$ cat config.mk
export PLATFORM = sky130hd
export DESIGN_NAME = barrel_shifter_pipe
export DESIGN_NICKNAME = d
export VERILOG_FILES = /design/src/rtl/barrel_shifter_pipe.sv
export SDC_FILE = /design/constraint.sdc
export NUM_CORES = 1
export LEC_CHECK = 0
export ABC_AREA = 1
export ABC_CLOCK_PERIOD_IN_PS = 1800
export CORE_MARGIN = 4
export CORE_UTILIZATION = 39
export DETAILED_ROUTE_END_ITERATION = 12
export GPL_TIMING_DRIVEN = 1
export PLACE_DENSITY = 0.7
export SYNTH_ARGS = -nofsm -noshare
export SYNTH_HDL_FRONTEND = slang
export SYNTH_SLANG_ARGS = --single-unit
$ cat constraint.sdc
create_clock -name clk -period 1.8 [get_ports clk]
set_clock_uncertainty 0.15 [all_clocks]
set_input_delay 0.18 -clock clk [delete_from_list [all_inputs] [get_ports clk]]
set_output_delay 0.18 -clock clk [all_outputs]
set_load 0.01 [all_outputs]
$ cat src/rtl/barrel_shifter_pipe.sv
// barrel_shifter_pipe: pipelined LSL/LSR/ASR/ROR barrel shifter, one register stage per shift-amount bit.
// Define BSHIFT_ROTATE_EN to make op 11 rotate right; otherwise op 11 passes data unchanged.
module barrel_shifter_pipe #(
    parameter int WIDTH = 8,
    localparam int SHAMT_W = $clog2(WIDTH)
) (
    input  logic               clk,
    input  logic               rst_n,
    input  logic               in_valid,
    output logic               in_ready,
    input  logic [WIDTH-1:0]   in_data,
    input  logic [SHAMT_W-1:0] in_shamt,
    input  logic [1:0]         in_op,
    output logic               out_valid,
    input  logic               out_ready,
    output logic [WIDTH-1:0]   out_data,
    output logic               out_zero
);
    logic [SHAMT_W-1:0] vld, rdy, pv;
    logic [WIDTH-1:0]   dat [SHAMT_W];
    logic [1:0]         opr [SHAMT_W];
    logic [SHAMT_W-1:0] amt [SHAMT_W];
    logic [WIDTH-1:0]   pd  [SHAMT_W];
    logic [WIDTH-1:0]   nd  [SHAMT_W];
    logic [1:0]         po  [SHAMT_W];
    logic [SHAMT_W-1:0] pa  [SHAMT_W];
    logic               chain;
    logic               zero_q;

    // Ready ripples back from the sink; an empty stage is always ready.
    always_comb begin
        chain = out_ready;
        rdy = '0;
        for (int s = SHAMT_W - 1; s >= 0; s--) begin
            chain = !vld[s] || chain;
            rdy[s] = chain;
        end
    end

    for (genvar g = 0; g < SHAMT_W; g++) begin : g_stage
        localparam int K = 1 << g;
        logic [WIDTH-1:0] rr;
        if (g == 0) begin : g_first
            assign pv[g] = in_valid;
            assign pd[g] = in_data;
            assign po[g] = in_op;
            assign pa[g] = in_shamt;
        end else begin : g_next
            assign pv[g] = vld[g-1];
            assign pd[g] = dat[g-1];
            assign po[g] = opr[g-1];
            assign pa[g] = amt[g-1];
        end
`ifdef BSHIFT_ROTATE_EN
        assign rr = {pd[g][K-1:0], pd[g][WIDTH-1:K]};
`else
        assign rr = pd[g];
`endif
        // ASR copies the current MSB, which every earlier stage has preserved as the sign.
        assign nd[g] = !pa[g][g]      ? pd[g] :
                       po[g] == 2'b00 ? {pd[g][WIDTH-K-1:0], {K{1'b0}}} :
                       po[g] == 2'b01 ? {{K{1'b0}}, pd[g][WIDTH-1:K]} :
                       po[g] == 2'b10 ? {{K{pd[g][WIDTH-1]}}, pd[g][WIDTH-1:K]} : rr;
    end

    always_ff @(posedge clk) begin
        for (int s = 0; s < SHAMT_W; s++) begin
            if (!rst_n) vld[s] <= 1'b0;
            else if (rdy[s]) vld[s] <= pv[s];
            if (rst_n && rdy[s] && pv[s]) begin
                dat[s] <= nd[s];
                opr[s] <= po[s];
                amt[s] <= pa[s];
            end
        end
        if (!rst_n) begin
            dat[SHAMT_W-1] <= '0;
            zero_q <= 1'b0;
        end else if (rdy[SHAMT_W-1] && pv[SHAMT_W-1]) begin
            zero_q <= nd[SHAMT_W-1] == '0;
        end
    end

    assign in_ready  = rdy[0];
    assign out_valid = vld[SHAMT_W-1];
    assign out_data  = dat[SHAMT_W-1];
    assign out_zero  = zero_q;
endmodule

==> results.toml <==
[clock_network]
cts_buffers = 5
path_clk_slew_ns = 0.07
cts.sinks = 35
cts_tree = "yes"
htreeDepth = 2
clkLatencyLatePin_ns = 0.28
holdBufCountCts = 0
clockRootBuffer = "clkbuf_8"
clockBufferDepth = 2

[timing]
rsz0062_at_grt = "no"
setup_slack_ns = 0.1589
worst_slew_pin_slew_ns = 0.4863
slew_headroom = 0.6758
finalCritPeriodShare = 0.9117
setup_viol = 0
slew_viol_final = 0
fin_tns_setup_ns = 0
period_minus_slack_ns = 1.641
hold_viol = 0
max_freq_ghz = 0.6093

[setup_path]
crit_path_start = "vld[2]"
crit_slowest_cell = "dfxtp_1"
worstPathMaxFanout = 3
end_kind = "output pin"
required_ns = 1.47
arrival_ns = 1.31
r2r-start = "opr[0][1]"
startpoint_type = "flop"
path_buf_inv = 3
cp_top_family = "buffers and inverters"
slowest_delay_ns = 0.33
crit_chain = "inv_1 -> nor2_2 -> inv_1 -> nor2_2 -> nand2_1 -> dlygate4sd2_1"
critical_path_class = "reg -> out"

[placement]
place_area_um2 = 2077
post-dp-hpwl_mm = 2.425
pre_cts_ws_ns = -0.07182
place_congestion = 0.9019
placed_cells = 282
port_buffers = 27

[die]
die_x_um = 74.20
rows = 23
die_area_um2 = 5506
die_y_um = 74.20
core_area_um2 = 4115
pin_count = 28
start_util = 0.4153

[power]
total_power_uw = 1686
power.static_leakage_uw = 0.0009590
power_density_nw_per_um2 = 776.1
ir_drop_mv = 0.3997

[detailed_routing]
vias = 1372
drtIter0Drc = 44
drcViolationCount = 0
wl_per_cell_um = 10.31
via_per_inst = 4.731
drt-total-wl_mm = 2.989
ant_nets = 0
dr.pass1.iters = 4

[synth]
yosysWarnings = 0
synth_adder_area_share = 0
synth_top_family_by_area = "simple AND/OR/NAND/NOR gates"
synth_nets = 218
synth_area_um2 = 1709
syn_avg_cell_area_um2 = 8.503
synthSimpleGateAreaFrac = 0.1940
synth_compound_area_frac = 0.1654
yosysSeqAreaShare = 0.5447
ys_types = 24
synth-xor-area-share = 0
synthCells = 201
ys_seq_elements = 35
synth_mux_area_frac = 0

[final_layout]
layout-drive-gt1-share = 0.1125
final_common_cell = "nand2_1"
num_antenna_cells = 0
syn_to_final_growth_pct = 27.09
stdcell_area_um2 = 2172
final_nets = 256
fin_cells = 290
layout_common_cells = "nand2_1 (53), inv_1 (38), clkdlybuf4s50_1 (26), edfxtp_1 (23), o21ai_0 (17)"

[global_route]
grt_pass1_wl_mm = 5.154
grt-ovfl-total = 0
antenna_found_initial = 0
grt_pass1_vias = 1313
grt_use_total = 0.1239
grt_max_degree = 13

[min_path]
hp-class = "reg -> reg"
worstHoldStart = "amt[0][2]"

[flow_run]
max-cap-violations = 0

[outcome]
outcome = "completed"
-- per-layer routing --
metal / up-vias / part of all wire / global-route usage
met5: - / 0 / 0
met4: 0 / 0.019 / 0.06841
met3: 4 / 0.047 / 0.04054
met2: 28 / 0.53 / 0.2234
met1: 597 / 0.40 / 0.1252
li1: 743 / - / -
-- path summary, 6_finish.rpt --
path	endpoint	slack, ns	depth (start not counted)
worst min-delay path	amt[0][5]	0.29	0
worst min register to register	amt[0][5]	0.29	0
worst max-delay path	in_ready	0.16	6
worst max register to register	dat[1][4]	0.18	5
-- registers in the layout (all words and copies together) (netlist names) --
register,cells
dat,24
opr,4
out_zero,1
vld,3
amt,3
-- final cells by class --
cell class	count	area [µm²]
Fill cell	420	1943
Sequential cell	35	930.9
Multi-Input combinational cell	124	619.3
Timing Repair Buffer	34	321.6
Inverter	39	146.4
Clock buffer	7	86.33
Tap cell	50	62.56
Clock inverter	1	5.005
-- synth_stat cells --
library cell / number / area, µm²
buf_4: 1 / 7.510
inv_1: 38 / 142.6
o31ai_1: 1 / 7.510
o21ai_2: 1 / 8.760
o21a_1: 1 / 7.510
nor2_2: 4 / 25.02
buf_2: 2 / 10.01
nand2_2: 2 / 12.51
o21ai_0: 17 / 85.08
nor2_1: 13 / 48.80
a21oi_2: 2 / 17.52
a21oi_1: 5 / 25.02
o32ai_1: 2 / 17.52
nand3_1: 6 / 30.03
o211a_1: 1 / 10.01
nand3_2: 1 / 10.01
nand2_1: 53 / 198.9
o22ai_1: 5 / 31.28
edfxtp_1: 23 / 690.7
dfxtp_1: 12 / 240.2
inv_2: 1 / 3.750
o211ai_1: 5 / 37.54
or2_1: 1 / 6.260
o221ai_1: 4 / 35.03
-- per-stage QoR --
stage                     hold slack [ns]    util
after floorplan                    0.1289       -
after global placement             0.2760  0.5047
after detailed placement           0.2702  0.5047
after global routing               0.2966  0.5278
final                              0.2853  0.5278
after CTS                          0.2861  0.5266
-- report_power, final --
| group | internal [µW] | switching, µW | total (µW) | leakage (µW) |
|---|---|---|---|---|
| Sequential | 898 | 19.1 | 917 | 0.000313 |
| Combinational | 97.5 | 102 | 200 | 0.000598 |
| Clock | 308 | 261 | 569 | 0.0000482 |
-- timing repair --
action / CTS / global route
endpoints found under the setup margin: 1 / 1
buffers inserted: 0 / 0
resized for setup: 1 / 2
-- cells by family after synthesis --
group | count (synthesis)
flip-flops | 35
buffers and inverters | 42
AO/OA/AOI/OAI | 44
AND/OR/NAND/NOR | 80
-- worst register-to-register path, stage by stage, from the launching register on --
cell and delay [ns]:
edfxtp_1 0.46, or2_1 0.36, nand2_1 0.17, o22ai_1 0.09, nand2_1 0.06, o21ai_0 0.08
Note: power is estimated with default switching activity, not from simulation.
